--- src/rtl/div_monitor_pkg.sv ---
// Shared types and constants for the divided-clock monitor.
// The state encodings are fixed so they can be matched against logic-analyser captures.
package div_monitor_pkg;

    typedef enum logic [1:0] {
        IDLE    = 2'd0,
        MEASURE = 2'd1,
        LOCKED  = 2'd2
    } state_e;

    localparam int MATCH_W = 4;

endpackage

--- src/rtl/div_monitor_if.sv ---
// Bundle carrying the waveform under test and the monitor's status outputs.
// master drives the waveform and observes the status; slave is the monitor itself.
interface div_monitor_if #(
    parameter int WIDTH = 8
);
    logic             sig_in;
    logic             rise_pulse;
    logic             fall_pulse;
    logic             period_valid;
    logic [WIDTH-1:0] half_period;
    logic             locked;
    logic             overflow;

    modport master (
        output sig_in,
        input  rise_pulse, fall_pulse, period_valid, half_period, locked, overflow
    );

    modport slave (
        input  sig_in,
        output rise_pulse, fall_pulse, period_valid, half_period, locked, overflow
    );
endinterface

--- src/rtl/div_monitor_sync_edge_detect.sv ---
// Three-flop synchronizer for the asynchronous waveform with edge strobes
// decoded from the two settled stages, so the strobes depend on flops only.
module sync_edge_detect (
    input  logic clk,
    input  logic reset,
    input  logic d,
    output logic rise,
    output logic fall
);
    logic s1_q, s2_q, s3_q;

    always_ff @(posedge clk or posedge reset) begin
        if (reset) begin
            s1_q <= 1'b0;
            s2_q <= 1'b0;
            s3_q <= 1'b0;
        end else begin
            s1_q <= d;
            s2_q <= s1_q;
            s3_q <= s2_q;
        end
    end

    assign rise = s2_q & ~s3_q;
    assign fall = ~s2_q & s3_q;
endmodule

--- src/rtl/div_monitor.sv ---
// Measures the half-period of a synchronized divided clock and declares lock once
// LOCK_COUNT consecutive measurements equal EXPECT_HALF. EXPECT_HALF must be at least 2.
module div_monitor
    import div_monitor_pkg::*;
#(
    parameter int WIDTH       = 8,
    parameter int EXPECT_HALF = 7,
    parameter int LOCK_COUNT  = 3
) (
    input  logic         clk,
    input  logic         reset,
    div_monitor_if.slave mon
);
    localparam logic [WIDTH-1:0]   CNT_MAX = '1;
    localparam logic [WIDTH-1:0]   EXPECT  = WIDTH'(EXPECT_HALF);
    localparam logic [MATCH_W-1:0] LOCK_N  = MATCH_W'(LOCK_COUNT);

    logic rise, fall, edgeSeen;

    sync_edge_detect uSync (
        .clk   (clk),
        .reset (reset),
        .d     (mon.sig_in),
        .rise  (rise),
        .fall  (fall)
    );

    assign edgeSeen = rise | fall;

    state_e               state_q, state_d;
    logic [WIDTH-1:0]     cnt_q, cnt_d;
    logic [MATCH_W-1:0]   matchCnt_q, matchCnt_d;
    logic [WIDTH-1:0]     halfPeriod_q, halfPeriod_d;
    logic                 periodValid_q, periodValid_d;
    logic                 locked_q, locked_d;
    logic                 overflow_q, overflow_d;
    logic                 risePulse_q, fallPulse_q;

    always_ff @(posedge clk or posedge reset) begin
        if (reset) begin
            state_q       <= IDLE;
            cnt_q         <= '0;
            matchCnt_q    <= '0;
            halfPeriod_q  <= '0;
            periodValid_q <= 1'b0;
            locked_q      <= 1'b0;
            overflow_q    <= 1'b0;
            risePulse_q   <= 1'b0;
            fallPulse_q   <= 1'b0;
        end else begin
            state_q       <= state_d;
            cnt_q         <= cnt_d;
            matchCnt_q    <= matchCnt_d;
            halfPeriod_q  <= halfPeriod_d;
            periodValid_q <= periodValid_d;
            locked_q      <= locked_d;
            overflow_q    <= overflow_d;
            risePulse_q   <= rise;
            fallPulse_q   <= fall;
        end
    end

    // cnt restarts at 1 on an edge so that at the following edge it equals the distance.
    // An edge always beats saturation: a 2^WIDTH-1 distance is still a valid measurement.
    always_comb begin
        state_d       = state_q;
        cnt_d         = (cnt_q == CNT_MAX) ? cnt_q : cnt_q + WIDTH'(1);
        matchCnt_d    = matchCnt_q;
        halfPeriod_d  = halfPeriod_q;
        periodValid_d = 1'b0;
        locked_d      = locked_q;
        overflow_d    = overflow_q;

        if (edgeSeen) begin
            cnt_d = WIDTH'(1);
        end

        case (state_q)
            IDLE: begin
                if (edgeSeen) begin
                    state_d    = MEASURE;
                    overflow_d = 1'b0;
                end
            end
            MEASURE, LOCKED: begin
                if (edgeSeen) begin
                    periodValid_d = 1'b1;
                    halfPeriod_d  = cnt_q;
                    if (cnt_q != EXPECT) begin
                        matchCnt_d = '0;
                        locked_d   = 1'b0;
                        state_d    = MEASURE;
                    end else if (state_q == MEASURE) begin
                        if (matchCnt_q + MATCH_W'(1) >= LOCK_N) begin
                            matchCnt_d = LOCK_N;
                            locked_d   = 1'b1;
                            state_d    = LOCKED;
                        end else begin
                            matchCnt_d = matchCnt_q + MATCH_W'(1);
                        end
                    end
                end else if (cnt_q == CNT_MAX) begin
                    overflow_d = 1'b1;
                    locked_d   = 1'b0;
                    matchCnt_d = '0;
                    state_d    = IDLE;
                end
            end
            default: state_d = IDLE;
        endcase
    end

    assign mon.rise_pulse   = risePulse_q;
    assign mon.fall_pulse   = fallPulse_q;
    assign mon.period_valid = periodValid_q;
    assign mon.half_period  = halfPeriod_q;
    assign mon.locked       = locked_q;
    assign mon.overflow     = overflow_q;
endmodule
--- src/flat_wrapper.sv ---
// flat-port wrapper written by rule: the top's interface ports become plain ports
module div_monitor_flat import div_monitor_pkg::*;
#(
    parameter int WIDTH       = 8,
    parameter int EXPECT_HALF = 7,
    parameter int LOCK_COUNT  = 3
)
  (clk, reset, mon_sig_in, mon_rise_pulse, mon_fall_pulse, mon_period_valid, mon_half_period, mon_locked, mon_overflow);
  div_monitor_if #(.WIDTH(WIDTH)) mon_i ();
  input  logic clk;
  input  logic reset;
  input wire logic [$bits(mon_i.sig_in)-1:0] mon_sig_in;
  output wire logic [$bits(mon_i.rise_pulse)-1:0] mon_rise_pulse;
  output wire logic [$bits(mon_i.fall_pulse)-1:0] mon_fall_pulse;
  output wire logic [$bits(mon_i.period_valid)-1:0] mon_period_valid;
  output wire logic [$bits(mon_i.half_period)-1:0] mon_half_period;
  output wire logic [$bits(mon_i.locked)-1:0] mon_locked;
  output wire logic [$bits(mon_i.overflow)-1:0] mon_overflow;
  assign mon_i.sig_in = mon_sig_in;
  assign mon_rise_pulse = mon_i.rise_pulse;
  assign mon_fall_pulse = mon_i.fall_pulse;
  assign mon_period_valid = mon_i.period_valid;
  assign mon_half_period = mon_i.half_period;
  assign mon_locked = mon_i.locked;
  assign mon_overflow = mon_i.overflow;
  div_monitor #(.WIDTH(WIDTH), .EXPECT_HALF(EXPECT_HALF), .LOCK_COUNT(LOCK_COUNT)) u_core (.clk(clk), .reset(reset), .mon(mon_i));
endmodule
--- config.mk ---
export PLATFORM = sky130hd
export DESIGN_NAME = div_monitor_flat
export DESIGN_NICKNAME = d
export VERILOG_FILES = /design/src/rtl/div_monitor_pkg.sv /design/src/rtl/div_monitor_if.sv /design/src/rtl/div_monitor_sync_edge_detect.sv /design/src/rtl/div_monitor.sv /design/src/flat_wrapper.sv
export SDC_FILE = /design/constraint.sdc
export NUM_CORES = 1
export LEC_CHECK = 0
export CAP_MARGIN = 10
export CORE_MARGIN = 2
export CORE_UTILIZATION = 49
export DETAILED_ROUTE_END_ITERATION = 8
export PLACE_DENSITY = 0.83
export SLEW_MARGIN = 20
export SYNTH_ARGS = -nofsm -noshare
export SYNTH_HDL_FRONTEND = slang
export SYNTH_SLANG_ARGS = --single-unit
--- constraint.sdc ---
create_clock -name clk -period 1.85 [get_ports clk]
set_input_delay 0.37 -clock clk [delete_from_list [all_inputs] [get_ports clk]]
set_output_delay 0.37 -clock clk [all_outputs]
set_load 0.005 [all_outputs]
==> results of run 1 <==
## power by group
group	internal, uW	total, uW	switching (uW)
combinational	250	528	278
sequential	738	811	73.0
clock	182	416	234
## worst max-delay path, stage by stage (launching register included)
cell	delay, ns
sky130_fd_sc_hd__dfrtp_1	0.46
sky130_fd_sc_hd__inv_1	0.07
sky130_fd_sc_hd__ha_1	0.20
sky130_fd_sc_hd__nor4_1	0.30
sky130_fd_sc_hd__a31oi_2	0.13
sky130_fd_sc_hd__o221ai_2	0.24
sky130_fd_sc_hd__mux2i_1	0.23
## synth_stat cells, types with 2 or more instances
| master | count |
|---|---|
| sky130_fd_sc_hd__mux2i_1 | 3 |
| sky130_fd_sc_hd__and3_1 | 3 |
| sky130_fd_sc_hd__xor2_1 | 2 |
| sky130_fd_sc_hd__nand2_1 | 26 |
| sky130_fd_sc_hd__xnor2_1 | 2 |
| sky130_fd_sc_hd__nand3_2 | 2 |
| sky130_fd_sc_hd__and2_1 | 3 |
| sky130_fd_sc_hd__nand3_1 | 2 |
| sky130_fd_sc_hd__a21oi_1 | 6 |
| sky130_fd_sc_hd__nor2_1 | 2 |
| sky130_fd_sc_hd__dfrtp_1 | 30 |
| sky130_fd_sc_hd__o21ai_0 | 3 |
| sky130_fd_sc_hd__a41oi_1 | 2 |
| sky130_fd_sc_hd__o21bai_1 | 2 |
| sky130_fd_sc_hd__ha_1 | 9 |
| sky130_fd_sc_hd__inv_1 | 11 |
| sky130_fd_sc_hd__a31oi_1 | 6 |
## sequential cells by signal, indices dropped and copies added, names as in the netlist
| register | count |
|---|---|
| u_core.cnt_q | 8 |
| u_core.mon.half_period | 8 |
| u_core.matchCnt_q | 4 |
| u_core.state_q | 2 |
| u_core.mon.fall_pulse | 1 |
| u_core.mon.locked | 1 |
| u_core.mon.overflow | 1 |
| u_core.mon.period_valid | 1 |
| u_core.mon.rise_pulse | 1 |
| u_core.uSync.s1_q | 1 |
| u_core.uSync.s2_q | 1 |
| u_core.uSync.s3_q | 1 |
## metal layers
| metal | track usage, % | vias to the layer above |
|---|---|---|
| li1 | - | 522 |
| met1 | 24.78 | 500 |
| met2 | 28.89 | 14 |
| met3 | 7.253 | 6 |
| met4 | 8.970 | 0 |
| met5 | 0 | - |
## metrics by stage
step	hold WS, ns	area [um^2]	worst slack [ns]	util, %
5_1_grt	0.3924	1739	0.01012	62.53
3_5_place_dp	0.3490	1662	0.1335	59.74
3_3_place_gp	0.3620	1662	0.1935	59.74
6_report	0.3821	1739	0.1438	62.53
2_1_floorplan	0.3312	1459	0.1139	-
4_1_cts	0.3826	1725	0.09724	62.03
## area by class of cell
cell class	instances	area, um^2	area share, %
Inverter	12	45.04	2.590
Sequential cell	30	750.7	43.17
Clock inverter	2	12.51	0.7194
Multi-Input combinational cell	91	660.6	37.99
Tap cell	31	38.79	2.230
Clock buffer	6	51.30	2.950
Timing Repair Buffer	19	180.2	10.36
## what timing repair did
item	in CTS	in global routing
hold buffers	0	0
setup endpoints to repair	0	2
resized for setup	0	4
## worst min path at each step
stage	start	to	slack, ns	cells past startpoint
2_1_floorplan	u_core.uSync.s1_q	u_core.uSync.s2_q	0.33	0
3_3_place_gp	u_core.uSync.s1_q	u_core.uSync.s2_q	0.36	0
3_5_place_dp	u_core.uSync.s1_q	u_core.uSync.s2_q	0.35	0
4_1_cts	u_core.uSync.s1_q	u_core.uSync.s2_q	0.38	0
5_1_grt	u_core.uSync.s1_q	u_core.uSync.s2_q	0.39	0
6_report	reset	u_core.cnt_q[2]	0.38	3
## kinds of logic after synthesis
group | count (synthesis) | synth area share [%]
AOI/OAI and AO/OA | 26 | 13.38
xor gates and xnor gates | 4 | 2.402
adders and majority gates | 9 | 7.719
buffers and inverters | 14 | 4.202
DFF | 30 | 51.46
muxes | 3 | 2.058
and+or+nand+nor | 49 | 18.78
## placed cells by master (no fill, tap or decap), drive strengths merged, types with 2 or more instances in the layout
master	netlist	final
and2	3	3
xor2	2	2
ha	9	9
clkdlybuf4s50	0	15
mux2i	3	3
xnor2	2	2
o21bai	2	2
nor2	2	2
nand2	26	26
dfrtp	30	30
o21ai	4	4
a21oi	6	6
and3	3	3
a41oi	2	2
nand3	4	4
inv	12	12
clkbuf	1	6
a31oi	6	6
buf	1	4
==> metrics, run 1 <==
Area contributors post-synth sky130_fd_sc_hd__dfrtp_1 (51%), sky130_fd_sc_hd__ha_1 (7.7%), sky130_fd_sc_hd__nand2_1 (6.7%), sky130_fd_sc_hd__inv_1 (2.8%), sky130_fd_sc_hd__a31oi_1 (2.6%); number of library cell types mapped by synthesis 38; synthesis-to-layout area growth 19.21%; worst-case headroom to the max-slew limit 74.59%; first-pass GRT wire length 4795 um; total setup violations reported at the end of the flow 0; Crit Path Category flip-flop to flip-flop; areal power density over the cells 1009 nW/um^2; EDFF count, synth 0; routability-driven placement congestion ratio 0.8508; top routing layer in use met4; library cell occupying the most area in the post-synthesis netlist sky130_fd_sc_hd__dfrtp_1; half-perimeter wire length after detailed placement 1954 um; CTS Buffer Depth 2; # Max-Cap Violations 0; fraction of registers with async set/reset 100.0%; overall power of the completed layout 1755 uW; port bufs 15; DIE WIDTH 58.57 um; clock tree from TritonCTS yes; number of max-slew violations in the final report 0; per-cell via count in the routed design 5.455; source-to-sink clock delay at the later pin of the worst-skew pair 0.34 ns; class of the tightest hold or removal check input pin to async pin; buffers inserted during post-CTS setup optimization 0; register-to-register setup slack 0.14 ns; GRT Total Usage 19.28%; number of placement rows 19; Met1 Routed Length 1239 um; number of antenna-violating nets in the routed design 0; number of clock sinks 30; kind of capture point of the worst setup path flip-flop; routed wirelength normalized by instance count 14.24 um; synthesized instance count 135; first element of the critical path u_core.matchCnt_q[0]; Critical Path Start Type flip-flop; detailed-route via count 1042; remaining global-route overflow 0; wire length on met2 1319 um; total number of H-tree levels 2; data required time of the worst path 2.10 ns; post-synth design cell area 1459 um^2; Iteration-0 DRC Markers 30; Final Routed Wirelength 2719 um; DIE AREA 3430 um^2; Hold Violations, Final 0; Placed Cells 183; post-detailed-route DRC marker count 0; TritonRoute pass-1 iters 4; number of global-route vias before repair 1043; I/O pin count 16; CP max FO 6; Slew @ Worst Pin 0.3798 ns; leakage power figure 0.0008297 uW; worst supply voltage drop on vdd 0.7080 mV; post-synthesis net count 147; Starting Density 52.45%; aggregate negative setup slack 0 ns; main flop type after synthesis sky130_fd_sc_hd__dfrtp_1; wire length on met3 101 um; worst setup path end u_core.state_q[1]; maximum frequency from static timing analysis 0.5861 GHz; Period minus WS final 1.706 ns; Synth top area share 51.46%; worst reg2reg path endpoint u_core.state_q[1]; Inserted Clock Buffers 5; unrepaired setup endpoints after global routing no; launch point of the worst reg-to-reg path u_core.matchCnt_q[0]; clock input transition at the sequential cells of the worst setup and hold paths 0.10 ns; largest clock skew in the final design 0.01349 ns; net total in the final layout 171; maximum number of pins on one net before global-route repair 31; number of antenna violations at the first check in global routing 0; portion of the clock cycle consumed by the worst path in the final layout 92.23%; post-synthesis sequential element count 30; fraction of final layout cells sized beyond drive strength 1 15.63%; number of non-filler instances in the completed layout 191; Yosys Warn Count 0; number of filler cells placed in the layout 227; path depth of the worst reg2reg path 6; run status finished, final reports clean; Chip Height 58.57 um; n_diodes 0; synthesized area divided by synthesized cell count 10.81 um^2; clock root buffer sky130_fd_sc_hd__clkbuf_4; arrival time of the worst setup path 1.96 ns; register area share after synthesis 51.46%; core box area 2781 um^2
No activity file was read; power rests on OpenSTA's default activity.
==> run 2: changes to the inputs <==
--- a/config.mk
+++ b/config.mk
@@ -5,11 +5,12 @@
 export SDC_FILE = /design/constraint.sdc
 export NUM_CORES = 1
 export LEC_CHECK = 0
-export CAP_MARGIN = 10
+export ABC_AREA = 1
+export CAP_MARGIN = 20
 export CORE_MARGIN = 2
-export CORE_UTILIZATION = 49
+export CORE_UTILIZATION = 50
 export DETAILED_ROUTE_END_ITERATION = 8
-export PLACE_DENSITY = 0.83
+export PLACE_DENSITY = 0.84
 export SLEW_MARGIN = 20
 export SYNTH_ARGS = -nofsm -noshare
 export SYNTH_HDL_FRONTEND = slang
==> run 2 against run 1 <==
The flow now finishes with violations (design-rule violations); sequential power down 3.2%; utilization up 0.41 points; clock-buffer cell count did not move; synthesized area is 3.4% higher; combinational power down 10%; flip-flop and latch count did not move; largest cell class unchanged; cell area increased by 1.5%; routed wire length is 3.5% higher; first-iteration DRC count up 70%; clock power hardly changed.
==> metrics, run 2 <==
per-cell via count in the routed design 5.239; number of library cell types mapped by synthesis 27; number of global-route vias before repair 1185; largest clock skew in the final design 0.007998 ns; launch point of the worst reg-to-reg path u_core.state_q[0]; first-pass GRT wire length 5223 um; design area 1765 um^2; CTS Buffer Depth 2; Starting Density 53.79%; main flop type after synthesis sky130_fd_sc_hd__dfrtp_1; remaining global-route overflow 0; run status complete, but fails checks; library cell occupying the most area in the post-synthesis netlist sky130_fd_sc_hd__dfrtp_1; unrepaired setup endpoints after global routing no; worst hold-check slack 0.3175 ns; fraction of final layout cells sized beyond drive strength 1 14.36%; buffers inserted during post-CTS setup optimization 0; net total in the final layout 206; synthesized instance count 171; commonest cells after routing, fill and taps aside sky130_fd_sc_hd__nand2_1 (37), sky130_fd_sc_hd__dfrtp_1 (30), sky130_fd_sc_hd__inv_1 (28), sky130_fd_sc_hd__clkdlybuf4s50_1 (15), sky130_fd_sc_hd__o21ai_1 (13); post-synthesis sequential element count 30; CP max FO 16; core box area 2805 um^2; data required time of the worst path 2.06 ns; worst setup path end u_core.mon.overflow; fraction of registers with async set/reset 100.0%; routed wirelength normalized by instance count 12.45 um; post-synth design cell area 1509 um^2; half-perimeter wire length after detailed placement 2149 um; series of cell instances along the critical path inv_1, ha_1, inv_1, nor2_4, inv_2, a41oi_1, nor2_1; worst supply voltage drop on vdd 0.6495 mV; slowest stage cell, crit path sky130_fd_sc_hd__ha_1; CTS hold repair buffers 0; total number of H-tree levels 2; I/O pin count 16; Yosys Warn Count 0; instance area at placement 1702 um^2; source-to-sink clock delay at the later pin of the worst-skew pair 0.33 ns; Area contributors post-synth sky130_fd_sc_hd__dfrtp_1 (50%), sky130_fd_sc_hd__nand2_1 (9.2%), sky130_fd_sc_hd__ha_1 (7.5%), sky130_fd_sc_hd__inv_1 (7.0%), sky130_fd_sc_hd__o21ai_1 (4.3%); Chip Height 58.94 um; path depth of the worst reg2reg path 7; # Max-Cap Violations 0; GRT Total Usage 20.33%; clock input transition at the sequential cells of the worst setup and hold paths 0.10 ns; aggregate negative setup slack 0 ns; register-to-register setup slack 0.12 ns; maximum frequency from static timing analysis 0.5771 GHz; most frequent cells after synthesis sky130_fd_sc_hd__nand2_1 (37), sky130_fd_sc_hd__dfrtp_1 (30), sky130_fd_sc_hd__inv_1 (28); synthesized area divided by synthesized cell count 8.824 um^2; Placed Cells 218; DIE WIDTH 58.94 um; routability-driven placement congestion ratio 0.8301; delay of the slowest critical-path stage 0.42 ns; number of placement rows 19; Period minus WS final 1.733 ns; violations in the final reports design-rule violations; detailed-route via count 1184; Hold Violations, Final 0; Inserted Clock Buffers 5; Synth top area share 49.75%; number of max-slew violations in the final report 0; # resized after CTS 0; worst-case headroom to the max-slew limit 73.49%; kind of capture point of the worst setup path flip-flop; DIE AREA 3473 um^2; number of clock sinks 30; n_diodes 0; post-synthesis net count 183; arrival time of the worst setup path 1.95 ns; Slew @ Worst Pin 0.3972 ns; Iteration-0 DRC Markers 51; class of the tightest hold or removal check input pin to async pin; TritonRoute pass-1 iters 6; most frequent CP cell sky130_fd_sc_hd__inv_1; maximum number of pins on one net before global-route repair 17; areal power density over the cells 948.0 nW/um^2; Critical Path Start Type flip-flop; number of antenna violations at the first check in global routing 0; number of non-filler instances in the completed layout 226; leakage power figure 0.0008665 uW; clock root buffer sky130_fd_sc_hd__clkbuf_4; Final Routed Wirelength 2814 um; port bufs 15; portion of the clock cycle consumed by the worst path in the final layout 93.67%; most instantiated library cell after synthesis sky130_fd_sc_hd__nand2_1; clock tree from TritonCTS yes; first element of the critical path u_core.state_q[0]; Crit Path Category flip-flop to flip-flop; EDFF count, synth 0; register area share after synthesis 49.75%; worst reg2reg path endpoint u_core.mon.overflow; post-detailed-route DRC marker count 2; most common library cell in the layout ignoring fill and taps sky130_fd_sc_hd__nand2_1; total setup violations reported at the end of the flow 0; number of antenna-violating nets in the routed design 0; synthesis-to-layout area growth 17.00%
run 2: cell count changes after synthesis, sizes merged, moves of 3 or more:
cell,delta
inv,+18
and3,-3
nand2,+15
a31oi,-5
nand3,+10
mux2i,-3
o21ai,+14
nor2,+11
and2,-3
run 2: worst min path at each step:
stage                      start                        end  depth (start not counted)
2_1_floorplan  u_core.uSync.s1_q          u_core.uSync.s2_q                          0
3_3_place_gp   u_core.uSync.s1_q          u_core.uSync.s2_q                          0
3_5_place_dp   u_core.uSync.s1_q          u_core.uSync.s2_q                          0
4_1_cts                    reset    u_core.mon.period_valid                          2
5_1_grt                    reset  u_core.mon.half_period[4]                          2
6_report                   reset  u_core.mon.half_period[4]                          2
run 2: routing by layer:
metal,up-vias,global-route usage [%],routed length (um)
met1,553,28.22,1310
li1,589,-,-
met2,35,30.16,1287
met4,0,6.494,44
met3,7,6.813,171
met5,-,0,0
run 2: final cells by class:
class	instances	area (um^2)
Fill cell	241	1040
Timing Repair Buffer	18	172.7
Clock inverter	2	12.51
Clock buffer	6	51.30
Tap cell	31	38.79
Multi-Input combinational cell	108	623.1
Inverter	31	116.4
Sequential cell	30	750.7
run 2: logic make-up after synthesis:
kind of cell / Yosys count / synth area share [%]
adders and majority gates: 9 / 7.463
buffers and inverters: 33 / 8.955
and+or+nand+nor: 72 / 23.71
xor gates and xnor gates: 1 / 0.5805
DFF: 30 / 49.75
AOI/OAI and AO/OA: 26 / 9.536
run 2: critical path: cells and delay by family, from the launching register on:
family	cells	cell delay [ns]
AND/OR/NAND/NOR	2	0.21
AO/OA/AOI/OAI	1	0.22
flip-flops	1	0.41
buffers and inverters	3	0.37
adder cells (fa/ha/maj)	1	0.42
run 2: power by group:
part / switching, uW / leakage (uW) / internal [uW]
Sequential: 54.4 / 0.000398 / 731
Combinational: 278 / 0.000434 / 197
Clock: 231 / 0.0000343 / 182
Total: 563 / 0.000867 / 1110
run 2: stage by stage:
stage / util (%) / setup WS (ns) / power (uW)
global placement: 60.66 / 0.2047 / 1251
CTS: 62.93 / 0.1479 / 1689
detailed placement: 60.66 / 0.1683 / 1271
floorplan: - / 0.3763 / 1114
global route: 62.93 / 0.007581 / 1798
finish: 62.93 / 0.1172 / 1674
